## config.mk

```make
export PLATFORM = sky130hd
export DESIGN_NAME = gg_rowslice_sequencer
export DESIGN_NICKNAME = d
export VERILOG_FILES = /design/src/rtl/gg_rowslice_sequencer.sv
export SDC_FILE = /design/constraint.sdc
export NUM_CORES = 1
export LEC_CHECK = 0
export ABC_AREA = 1
export CAP_MARGIN = 30
export CORE_MARGIN = 3
export CORE_UTILIZATION = 25
export CTS_CLUSTER_SIZE = 16
export DETAILED_ROUTE_END_ITERATION = 6
export DONT_BUFFER_PORTS = 1
export HOLD_SLACK_MARGIN = 0.08
export MAX_ROUTING_LAYER = met4
export PLACE_DENSITY = 0.4
export REMOVE_ABC_BUFFERS = 1
export SKIP_LAST_GASP = 1
export SYNTH_ARGS = -nofsm -noshare
export SYNTH_HDL_FRONTEND = slang
export SYNTH_SLANG_ARGS = --single-unit
```

## constraint.sdc

```tcl
create_clock -name clk -period 8.3 [get_ports clk]
set_input_delay 0.415 -clock clk [delete_from_list [all_inputs] [get_ports clk]]
set_output_delay 0.415 -clock clk [all_outputs]
set_load 0.05 [all_outputs]
```

## src/rtl/gg_rowslice_sequencer.sv

```systemverilog
// Row-slice sequencer: arms the lattice at each slice payload byte, follows parse
// progress through slice_end/mb_start, and walks a frame of num_rows slices.
//
// state | meaning
// IDLE  | waiting for frame_start
// ARM   | waiting for the word holding the next slice's first payload byte
// RUN   | slice being parsed; counting MBs, watching for slice_end or timeout
module gg_rowslice_sequencer #(
  parameter int WIDTH           = 32,
  parameter int BYTE_WIDTH      = WIDTH / 8,
  parameter int HDR_BYTES       = 5,
  parameter int MAX_SLICE_WORDS = 4096,
  parameter int PTR_W           = 24
) (
  input  logic                  clk,
  input  logic                  reset_n,
  input  logic                  in_valid,
  input  logic                  frame_start,
  input  logic [PTR_W-1:0]      first_byte,
  input  logic [7:0]            num_rows,
  input  logic                  abort,
  output logic [BYTE_WIDTH-1:0] slice_start,
  input  logic [BYTE_WIDTH-1:0] slice_end,
  input  logic [WIDTH-1:0]      mb_start,
  output logic [PTR_W-1:0]      word_ptr,
  output logic [7:0]            row_index,
  output logic [15:0]           mb_coded,
  output logic                  row_done,
  output logic                  frame_done,
  output logic                  busy,
  output logic                  err_timeout,
  output logic                  err_multi_end
);

  localparam int WD_W = $clog2(MAX_SLICE_WORDS + 1);
  localparam int PC_W = $clog2(WIDTH + 1);
  localparam int SE_W = $clog2(BYTE_WIDTH + 1);

  typedef enum logic [1:0] {IDLE, ARM, RUN} state_t;

  state_t            state, state_nxt;
  logic [PTR_W-1:0]  target;
  logic [7:0]        rows_left;
  logic [WD_W-1:0]   wd;
  logic [WD_W-1:0]   wd_inc;
  logic [PTR_W-1:0]  offset;
  logic              hit;
  logic [PC_W-1:0]   mb_pc;
  logic [SE_W-1:0]   se_pc;
  logic [PTR_W-1:0]  end_byte;
  logic [16:0]       mb_sum;
  logic [15:0]       mb_sat;
  logic              load_frame, arm_fire, run_word, end_fire, timeout_fire;
  logic              last_row;

  assign offset   = target - word_ptr;
  assign hit      = offset < PTR_W'(BYTE_WIDTH);
  assign wd_inc   = wd + WD_W'(1);
  assign last_row = (rows_left == 8'd1);
  assign busy     = (state == ARM) || (state == RUN);

  always_comb begin
    mb_pc = '0;
    for (int i = 0; i < WIDTH; i++) mb_pc = mb_pc + PC_W'(mb_start[i]);
    se_pc = '0;
    for (int i = 0; i < BYTE_WIDTH; i++) se_pc = se_pc + SE_W'(slice_end[i]);
    // descending scan so the lowest stream-order byte wins
    end_byte = '0;
    for (int j = BYTE_WIDTH - 1; j >= 0; j--)
      if (slice_end[BYTE_WIDTH-1-j]) end_byte = PTR_W'(j);
  end

  // a fresh slice starts counting from zero in its trigger word
  always_comb begin
    mb_sum = (arm_fire ? 17'd0 : {1'b0, mb_coded}) + 17'(mb_pc);
    mb_sat = mb_sum[16] ? 16'hFFFF : mb_sum[15:0];
  end

  always_comb begin
    state_nxt    = state;
    slice_start  = '0;
    load_frame   = 1'b0;
    arm_fire     = 1'b0;
    run_word     = 1'b0;
    end_fire     = 1'b0;
    timeout_fire = 1'b0;
    if (in_valid) begin
      if (abort) begin
        state_nxt = IDLE;
      end else begin
        case (state)
          IDLE: if (frame_start) begin
            load_frame = 1'b1;
            state_nxt  = ARM;
          end
          ARM: if (hit) begin
            arm_fire = 1'b1;
            for (int b = 0; b < BYTE_WIDTH; b++)
              slice_start[b] = (offset == PTR_W'(BYTE_WIDTH - 1 - b));
            state_nxt = RUN;
          end
          RUN: begin
            run_word = 1'b1;
            if (|slice_end) begin
              end_fire  = 1'b1;
              state_nxt = last_row ? IDLE : ARM;
            end else if (wd_inc == WD_W'(MAX_SLICE_WORDS)) begin
              timeout_fire = 1'b1;
              state_nxt    = IDLE;
            end
          end
          default: state_nxt = IDLE;
        endcase
      end
    end
  end

  always_ff @(posedge clk or negedge reset_n) begin
    if (!reset_n) begin
      state         <= IDLE;
      word_ptr      <= '0;
      target        <= '0;
      rows_left     <= '0;
      row_index     <= '0;
      mb_coded      <= '0;
      wd            <= '0;
      row_done      <= 1'b0;
      frame_done    <= 1'b0;
      err_timeout   <= 1'b0;
      err_multi_end <= 1'b0;
    end else begin
      state      <= state_nxt;
      row_done   <= end_fire;
      frame_done <= end_fire && last_row;
      if (in_valid) word_ptr <= word_ptr + PTR_W'(BYTE_WIDTH);
      if (load_frame) begin
        target        <= first_byte;
        rows_left     <= num_rows;
        row_index     <= '0;
        err_timeout   <= 1'b0;
        err_multi_end <= 1'b0;
      end
      if (arm_fire) begin
        mb_coded <= mb_sat;
        wd       <= '0;
      end
      if (run_word) begin
        mb_coded <= mb_sat;
        wd       <= wd_inc;
      end
      if (end_fire) begin
        row_index     <= row_index + 8'd1;
        rows_left     <= rows_left - 8'd1;
        target        <= word_ptr + end_byte + PTR_W'(HDR_BYTES + 1);
        err_multi_end <= err_multi_end | (se_pc > SE_W'(1));
      end
      if (timeout_fire) err_timeout <= 1'b1;
    end
  end

endmodule
```

==> results of run 1 <==
## logic make-up (layout without fill, tap and decap cells)
logic type	after synthesis	count (layout)	share of synthesized area (%)
and+or+nand+nor	546	546	29.4
DFF	97	97	30.1
AOI/OAI and AO/OA	129	129	9.79
other	1	2	0.0464
buffers and inverters	245	268	11.7
muxes	1	1	0.124
xor gates and xnor gates	40	40	4.34
adders and majority gates	77	77	14.5
## synth_stat cells (all sizes together) (2+ instances only)
cell | instances | share of area [%]
xor2 | 36 | 3.9
a21oi | 36 | 2.3
a31oi | 8 | 0.62
ha | 49 | 7.6
o21ai | 41 | 2.6
nor4 | 6 | 0.46
o22ai | 9 | 0.70
nor4b | 2 | 0.22
buf | 10 | 0.79
o31ai | 3 | 0.28
nor3 | 23 | 1.5
and2 | 3 | 0.26
o211ai | 12 | 1.1
fa | 28 | 6.9
xnor2 | 4 | 0.43
inv | 224 | 10
clkbuf | 11 | 0.51
o311ai | 6 | 0.65
nand3 | 75 | 4.8
o221ai | 3 | 0.33
nor2 | 98 | 4.9
nand2 | 312 | 15
a22o | 3 | 0.33
nand3b | 5 | 0.46
nand4 | 20 | 2.0
a22oi | 2 | 0.25
dfrtp | 97 | 30
## cell usage in the layout (no fill, tap or decap), drive strengths merged, types with 2 or more instances in the layout
cell type	n
a21oi	36
a22o	3
a22oi	2
a31oi	8
and2	3
buf	28
clkbuf	13
conb	2
dfrtp	97
fa	28
ha	49
inv	224
nand2	312
nand3	75
nand3b	5
nand4	20
nor2	98
nor3	23
nor4	6
nor4b	2
o211ai	12
o21ai	41
o221ai	3
o22ai	9
o311ai	6
o31ai	3
xnor2	4
xor2	36
## metrics by stage
step                      instance area [µm²]  utilization, %  setup slack, ns  hold slack, ns  total power, W
after detailed placement                 8740            27.5            0.665           0.122         0.00339
final                                    9070            28.6            0.732           0.144         0.00382
after global placement                   8680            27.4            0.612           0.123         0.00341
after floorplan                          7970               -             1.29           0.119         0.00277
after CTS                                9070            28.6            0.641           0.127         0.00388
after global routing                     9070            28.6           0.0291           0.138         0.00429
## layer usage
metal	share of wire (%)	wire [µm]
met3	4.0	1010
met5	0	0
met2	48	12000
met4	1.4	342
met1	47	11700
## area by class of cell
class | instances | area [µm²]
fill | 3523 | 22600
multi-input combinational | 795 | 4720
sequential | 97 | 2430
inverter | 224 | 841
tap | 402 | 503
timing repair buffer | 29 | 278
clock buffer | 13 | 260
clock inverter | 2 | 37.5
## power breakdown
| group | leakage (nW) | total [W] | internal (W) | switching (W) |
|---|---|---|---|---|
| sequential | 1.20 | 0.000911 | 0.000635 | 0.000276 |
| combinational | 3.31 | 0.00246 | 0.000913 | 0.00155 |
| clock | 0.142 | 0.000443 | 0.000250 | 0.000194 |
| total | 4.66 | 0.00382 | 0.00180 | 0.00202 |
## flip-flops by register name, indices dropped and copies added (netlist names)
signal         cells
wd                13
err_timeout        1
word_ptr          22
err_multi_end      1
row_index          8
frame_done         1
mb_coded          16
target            24
state              2
row_done           1
rows_left          8
## worst min-delay path by stage
stage                   from       endpoint  slack, ns  cells after the start
CTS                 in_valid    word_ptr[2]       0.13                      1
floorplan            reset_n  err_multi_end       0.12                      0
detailed placement   reset_n    mb_coded[3]       0.12                      0
finish              in_valid    word_ptr[2]       0.14                      1
global placement     reset_n    mb_coded[3]       0.12                      0
global route        in_valid    word_ptr[2]       0.14                      1
==> impl_metrics.yaml, run 1 <==
floorplanning:
  initial_core_util_pct: 25.5
  die_h_um: 186
  die_footprint_um2: 34500
  num_rows: 65
  core-area_um2: 31700
  die_width_um: 186
  num_io_pins: 130
setup_path:
  r2r-end: "mb_coded[13]"
  arrival_time_of_data_at_the_critical_path_endpoint_ns: 7.81
  cp.depth: 35
  ff2ff_path_depth: 35
  timing.rr.start: "word_ptr[12]"
  cp.required_ns: 8.54
  path_buf_inv: 3
  critical_path.endpoint_type: "flop"
  worst_setup_path_endpoint: "mb_coded[13]"
  critical_path_class: "reg2reg"
  worst_path_most_repeated_cell: "sky130_fd_sc_hd__nand2_1"
  start_kind: "flop"
  regToRegSetupSlack_ns: 0.73
  slowest_stage: "sky130_fd_sc_hd__fa_1"
  worst_setup_path_startpoint: "word_ptr[12]"
  critPathTopFamily: "adder cells"
  critical_path.max_fanout: 17
  crit_path_largest_cell_delay_ns: 0.54
yosys:
  async_reset_ff_share_pct: 100
  synthDistinctLibCells: 52
  yosys_warnings: 0
  yosysSeqAreaShare_pct: 30.1
  syn_avg_cell_area_um2: 7.11
  mappedNetlistArea_um2: 8070
  post_synth_inst_count: 1136
  synth-seq-cells: 97
  postSynth.topFlopCell: "sky130_fd_sc_hd__dfrtp_1"
  synth_enable_flop_cells: 0
timing:
  fin_crit_ns: 7.57
  post-route-period-util_pct: 91.2
  worst-slew-pin-transition_ns: 0.886
  setup_repair_after_global_routing_missed_its_margin: "false"
  setup_viol: 0
  final_hold_viol_count: 0
  fin_worst_skew_ns: 0.0124
  max_freq_mhz: 132
  final_sum_of_negative_setup_slack_ns: 0
  max-slew-margin-rel_pct: 40.8
  final_max_slew_viol_count: 0
power:
  power-per-cell-area_nw_per_um2: 421
  p_leak_nw: 4.66
  power.ir.vdd_worst_mv: 0.263
placement:
  place_hpwl_mm: 19.8
  port_buffers: 0
  numPlacedInstances: 1545
  routabilityCongestion: 0.819
detailed_routing:
  drtIter0Drc: 402
  vias_per_cell: 4.57
  drt.antenna.violating_nets: 0
  routed_wirelength_mm: 25.1
  post-route-drc-count: 0
  dr_total_vias: 7145
  detailed_routing_iterations_pass_1: 5
  routedWlPerCell_um: 16.0
clock_network:
  cts_num_sinks: 97
  cts-buffers-inserted: 9
  maximum_level_of_the_cts_h_tree: 3
  cts_tree: "done"
  ctsLongestPathBuffers: 2
  cts.root.buffer_cell: "sky130_fd_sc_hd__clkbuf_16"
  cts.repair.resized: 0
  post-cts-setup-buffers: 0
  cts-hold-fix-buffers: 2
  clk-insertion-delay-late_ns: 0.36
  clock_transition_time_at_the_flip_flop_clock_pins_of_the_worst_setup_and_hold_paths_ns: 0.07
layout:
  fin_cells: 1562
  antennaDiodeCount: 0
  final_nets: 1306
  layout-drive-gt1-share_pct: 6.38
  area_delta_synth_final_pct: 12.4
grt:
  grt_use_met1_pct: 19.9
  grt_use_total_pct: 15.2
  grt_max_degree: 98
  gr-max-usage-layer: "met2"
  grtUsageMet3_pct: 2.93
  met2_usage_pct: 24.5
  globalRoute.totalOverflow: 0
  antenna_violations_before_repair: 0
  vias_in_the_first_global_route: 7088
  grt_pass1_wl_mm: 40.0
hold_path:
  min_path_type: "in2reg"
job:
  max_cap_viol_count: 0
run_status:
  result_of_the_run: "complete, no violations"
No activity file was read; power rests on OpenSTA's default activity.
==> run 2: changes to the inputs <==
--- a/config.mk
+++ b/config.mk
@@ -7,14 +7,15 @@
 export LEC_CHECK = 0
 export ABC_AREA = 1
 export CAP_MARGIN = 30
+export CORE_ASPECT_RATIO = 0.5
 export CORE_MARGIN = 3
-export CORE_UTILIZATION = 25
+export CORE_UTILIZATION = 35
 export CTS_CLUSTER_SIZE = 16
 export DETAILED_ROUTE_END_ITERATION = 6
 export DONT_BUFFER_PORTS = 1
 export HOLD_SLACK_MARGIN = 0.08
 export MAX_ROUTING_LAYER = met4
-export PLACE_DENSITY = 0.4
+export PLACE_DENSITY = 0.51
 export REMOVE_ABC_BUFFERS = 1
 export SKIP_LAST_GASP = 1
 export SYNTH_ARGS = -nofsm -noshare
==> run 2 against run 1 <==
Effect of this change:
- clock power rose by 1%
- total power fell by 1.3%
- routed wire length fell by 10%
- combinational power fell by 2%
- critical path type unchanged
- largest cell class unchanged
==> impl_metrics.yaml, run 2 (synthesis results as in run 1) <==
setup_path:
  timing.rr.start: "word_ptr[2]"
  worst_setup_path_endpoint: "mb_coded[3]"
  start_kind: "flop"
  r2r-end: "mb_coded[3]"
  arrival_time_of_data_at_the_critical_path_endpoint_ns: 7.78
  cp.required_ns: 8.52
  ff2ff_path_depth: 36
  path_buf_inv: 2
  cp.depth: 36
  worst_path_most_repeated_cell: "sky130_fd_sc_hd__nand2_1"
  critical_path.max_fanout: 17
  critical_path_class: "reg2reg"
  critical_path.endpoint_type: "flop"
  worst_setup_path_startpoint: "word_ptr[2]"
  slowest_stage: "sky130_fd_sc_hd__fa_1"
  regToRegSetupSlack_ns: 0.74
  crit_path_largest_cell_delay_ns: 0.54
  critPathTopFamily: "adder cells"
power:
  power-per-cell-area_nw_per_um2: 423
  power.ir.vdd_worst_mv: 0.470
  netSwitchingFraction_pct: 52.2
  clock_network_fraction_of_total_power_pct: 11.9
  power.switching_w: 0.00197
  p_leak_nw: 4.64
  p_int_w: 0.00180
  power.share.combinational_pct: 63.9
  pwr-share-seq_pct: 24.2
  p_total_w: 0.00377
job:
  max_cap_viol_count: 0
placement:
  routabilityCongestion: 0.896
  place_hpwl_mm: 18.3
  dp_worst_setup_slack_ns: 0.648
  numPlacedInstances: 1441
  postPlaceCellArea_um2: 8560
  port_buffers: 0
timing:
  max_freq_mhz: 132
  final_sum_of_negative_setup_slack_ns: 0
  final_max_slew_viol_count: 0
  layout_setup_ws_ns: 0.741
  setup_repair_after_global_routing_missed_its_margin: "false"
  max-slew-margin-rel_pct: 36.3
  setup_viol: 0
  fin_worst_skew_ns: 0.00587
  final_hold_viol_count: 0
  post-route-period-util_pct: 91.1
  fin_crit_ns: 7.56
  worst-slew-pin-transition_ns: 0.947
detailed_routing:
  drtIter0Drc: 395
  routedWlPerCell_um: 15.4
  dr_total_vias: 7144
  routed_wirelength_mm: 22.5
  vias_per_cell: 4.90
  post-route-drc-count: 0
  drt.antenna.violating_nets: 0
  detailed_routing_iterations_pass_1: 5
floorplanning:
  die_h_um: 113
  core-area_um2: 22200
  die_footprint_um2: 25000
  die_width_um: 221
  num_io_pins: 130
  num_rows: 38
  initial_core_util_pct: 36.4
layout:
  antennaDiodeCount: 0
  area_delta_synth_final_pct: 10.4
  layout_commonest_cell: "sky130_fd_sc_hd__nand2_1"
  final_nets: 1304
  largest_registers: "target (24), word_ptr (22), mb_coded (16)"
  mostFrequentLayoutCells: "sky130_fd_sc_hd__nand2_1 (307), sky130_fd_sc_hd__inv_1 (220), sky130_fd_sc_hd__dfrtp_1 (97)"
  regMostFlops: "target"
  layout-drive-gt1-share_pct: 6.47
  fin_cells: 1459
  max_reg_flops: 24
  finish.instance_area_um2: 8910
grt:
  globalRoute.totalOverflow: 0
  grt_use_total_pct: 19.1
  antenna_violations_before_repair: 0
  vias_in_the_first_global_route: 7193
  grt_pass1_wl_mm: 37.0
  grt_max_degree: 98
clock_network:
  cts_num_sinks: 97
  cts.root.buffer_cell: "sky130_fd_sc_hd__clkbuf_16"
  ctsLongestPathBuffers: 2
  clk-insertion-delay-late_ns: 0.36
  cts.repair.resized: 0
  cts_tree: "done"
  cts-buffers-inserted: 9
  maximum_level_of_the_cts_h_tree: 3
  clock_transition_time_at_the_flip_flop_clock_pins_of_the_worst_setup_and_hold_paths_ns: 0.07
hold_path:
  min_path_type: "in2reg"
run_status:
  result_of_the_run: "complete, no violations"
## run 2: worst min path at each step
stage | startpoint | endpoint | slack (ns) | depth (start not counted)
5_1_grt | in_valid | word_ptr[2] | 0.13 | 1
2_1_floorplan | reset_n | err_multi_end | 0.12 | 0
6_report | in_valid | word_ptr[2] | 0.13 | 1
3_3_place_gp | reset_n | word_ptr[23] | 0.12 | 0
4_1_cts | in_valid | word_ptr[2] | 0.12 | 1
3_5_place_dp | reset_n | word_ptr[23] | 0.12 | 0
## run 2: metrics by stage
step	hold WS, ns	utilization (%)
finish	0.132	40.2
global route	0.131	40.2
CTS	0.125	40.2
detailed placement	0.121	38.6
global placement	0.122	38.6
floorplan	0.119	-
## run 2: power groups by stage
stage	combinational (W)	sequential, W	clock, W
5_1_grt	0.00281	0.000937	0.000479
3_3_place_gp	0.00241	0.000916	0
6_report	0.00241	0.000910	0.000448
2_1_floorplan	0.00181	0.000964	0
3_5_place_dp	0.00242	0.000920	0
4_1_cts	0.00244	0.000912	0.000454
## run 2: timing repair
item / 4_1_cts / 5_1_grt
buffers inserted: 0 / 0
hold endpoints to repair: 97 / 0
hold buffers: 2 / 0
## run 2: layout make-up
cell class	count	area (µm²)
clock buffer	12	267
clock inverter	4	50.0
fill	2382	13200
inverter	224	841
multi-input combinational	795	4720
sequential	97	2430
tap	300	375
timing repair buffer	27	233
## run 2: worst register-to-register path: cells and delay by family (launching register included)
family | cells | cell delay, ns
DFF | 1 | 0.39
and+or+nand+nor | 21 | 2.38
adders and majority gates | 9 | 3.74
buffers and inverters | 2 | 0.19
AOI/OAI and AO/OA | 4 | 0.73
## run 2: routing by layer
metal | vias to the layer above | GRT usage [%] | routed length (µm)
met5 | - | - | 0
met4 | 0 | 4.34 | 303
met3 | 21 | 3.78 | 1070
met2 | 134 | 32.5 | 11000
met1 | 3367 | 23.6 | 10100
li1 | 3622 | - | -
==> run 3: changes to the inputs <==
--- a/config.mk
+++ b/config.mk
@@ -10,6 +10,7 @@
 export CORE_ASPECT_RATIO = 0.5
 export CORE_MARGIN = 3
 export CORE_UTILIZATION = 35
+export CTS_BUF_LIST = sky130_fd_sc_hd__clkbuf_8
 export CTS_CLUSTER_SIZE = 16
 export DETAILED_ROUTE_END_ITERATION = 6
 export DONT_BUFFER_PORTS = 1
==> run 3 against run 2 <==
Effect of this change:
- die area stayed put
- sequential share of layout area up 0.31 points
- register-to-register slack barely moved
- first-iteration DRC count rose by 11%
- critical path depth unchanged
- utilization down 0.46 points
- setup slack got worse by 0.0066 ns
- highest routed layer unchanged
==> impl_metrics.yaml, run 3 (synthesis results as in run 1) <==
run_status:
  result_of_the_run: "complete, no violations"
job:
  max_cap_viol_count: 0
setup_path:
  worst_setup_path_startpoint: "word_ptr[2]"
  critical_path.max_fanout: 17
  arrival_time_of_data_at_the_critical_path_endpoint_ns: 7.81
  critical_path.endpoint_type: "flop"
  slowest_stage: "sky130_fd_sc_hd__fa_1"
  worst_path_most_repeated_cell: "sky130_fd_sc_hd__nand2_1"
  timing.rr.start: "word_ptr[2]"
  start_kind: "flop"
  cp.required_ns: 8.54
  critical_path_class: "reg2reg"
  crit_path_largest_cell_delay_ns: 0.54
layout:
  mostFrequentLayoutCells: "sky130_fd_sc_hd__nand2_1 (307), sky130_fd_sc_hd__inv_1 (220), sky130_fd_sc_hd__dfrtp_1 (97)"
  layout.core_utilization_pct: 39.8
  layout.filler_cells: 2392
  final_nets: 1304
  multi_input_comb_area_um2: 4720
  largest_registers: "target (24), word_ptr (22), mb_coded (16)"
  layout_commonest_cell: "sky130_fd_sc_hd__nand2_1"
  antennaDiodeCount: 0
  layout-drive-gt1-share_pct: 6.47
  regMostFlops: "target"
  area_delta_synth_final_pct: 9.13
  fin_cells: 1459
  finish.instance_area_um2: 8810
  seq_area_um2: 2430
  max_reg_flops: 24
grt:
  vias_in_the_first_global_route: 7216
  grt_max_degree: 98
  grt_use_total_pct: 19.1
  antenna_violations_before_repair: 0
  grt_pass1_wl_mm: 36.9
  globalRoute.totalOverflow: 0
timing:
  post-route-period-util_pct: 91.2
  max_freq_mhz: 132
  setup_viol: 0
  final_hold_viol_count: 0
  fin_crit_ns: 7.57
  setup_repair_after_global_routing_missed_its_margin: "false"
  max-slew-margin-rel_pct: 38.3
  worst-slew-pin-transition_ns: 0.917
  fin_worst_skew_ns: 0.00918
  final_sum_of_negative_setup_slack_ns: 0
  final_max_slew_viol_count: 0
  timing.hold.ws_ns: 0.101
power:
  power-per-cell-area_nw_per_um2: 415
  power.ir.vdd_worst_mv: 0.470
  p_leak_nw: 4.60
detailed_routing:
  post-route-drc-count: 0
  routedWlPerCell_um: 15.4
  dr_total_vias: 7167
  drt.antenna.violating_nets: 0
  routed_wirelength_mm: 22.5
  detailed_routing_iterations_pass_1: 5
  drtIter0Drc: 438
  vias_per_cell: 4.91
clock_network:
  ctsLongestPathBuffers: 2
  post-cts-setup-buffers: 0
  maximum_level_of_the_cts_h_tree: 3
  cts-buffers-inserted: 9
  cts_tree: "done"
  cts.root.buffer_cell: "sky130_fd_sc_hd__clkbuf_8"
  clk-insertion-delay-late_ns: 0.38
  cts_num_sinks: 97
  cts-hold-fix-buffers: 2
  clock_transition_time_at_the_flip_flop_clock_pins_of_the_worst_setup_and_hold_paths_ns: 0.10
  cts.repair.resized: 0
floorplanning:
  num_rows: 38
  die_width_um: 221
  die_footprint_um2: 25000
  die_h_um: 113
  initial_core_util_pct: 36.4
  core-area_um2: 22200
  num_io_pins: 130
hold_path:
  timing.hold.worst.start: "in_valid"
  min_path_type: "in2reg"
placement:
  numPlacedInstances: 1441
  port_buffers: 0
  postPlaceCellArea_um2: 8560
  routabilityCongestion: 0.896
  place_hpwl_mm: 18.3
==> run 3: report_power, final <==
group          switching [W]  internal (W)  leakage, nW
clock network       0.000174      0.000164        0.105
logic                0.00150      0.000906         3.29
registers           0.000275      0.000634         1.20
total                0.00195       0.00170         4.60
==> run 3: cell type report <==
class	count	area share, %
inverters	224	9.54
multi-input cells	795	53.6
clock inverters	4	0.568
flip-flops and latches	97	27.5
repair buffers	27	2.64
clock buffers	12	1.87
well taps	300	4.26
==> run 3: final timing paths <==
check                              end  slack (ns)  depth (start not counted)
max                        mb_coded[3]        0.73                         36
min                        word_ptr[2]        0.10                          1
max reg2reg                mb_coded[3]        0.73                         36
min reg2reg                 target[11]        0.51                          2
max in group asynchronous        wd[3]        7.30                          2
min in group asynchronous   target[19]        0.62                          2
==> run 3: metal layers <==
layer  wire length [µm]  vias up  global-route usage [%]
met4                268        0                    3.75
met5                  0        -                       -
met1              10100     3390                    23.6
met2              11100      133                    32.7
met3                998       24                    3.83
li1                   -     3620                       -
==> run 3: metrics by stage <==
step	worst slack, ns	total power (W)
finish	0.734	0.00366
global route	0.0507	0.00411
CTS	0.622	0.00370
detailed placement	0.648	0.00334
global placement	0.647	0.00333
floorplan	1.29	0.00277
==> run 3: critical path, delay by kind of cell (launching register included) <==
| family | cells | cell delay [ns] |
|---|---|---|
| flops | 1 | 0.40 |
| simple gates | 21 | 2.35 |
| compound gates | 4 | 0.73 |
| fa+ha+maj | 9 | 3.74 |
| buf+inv | 2 | 0.19 |
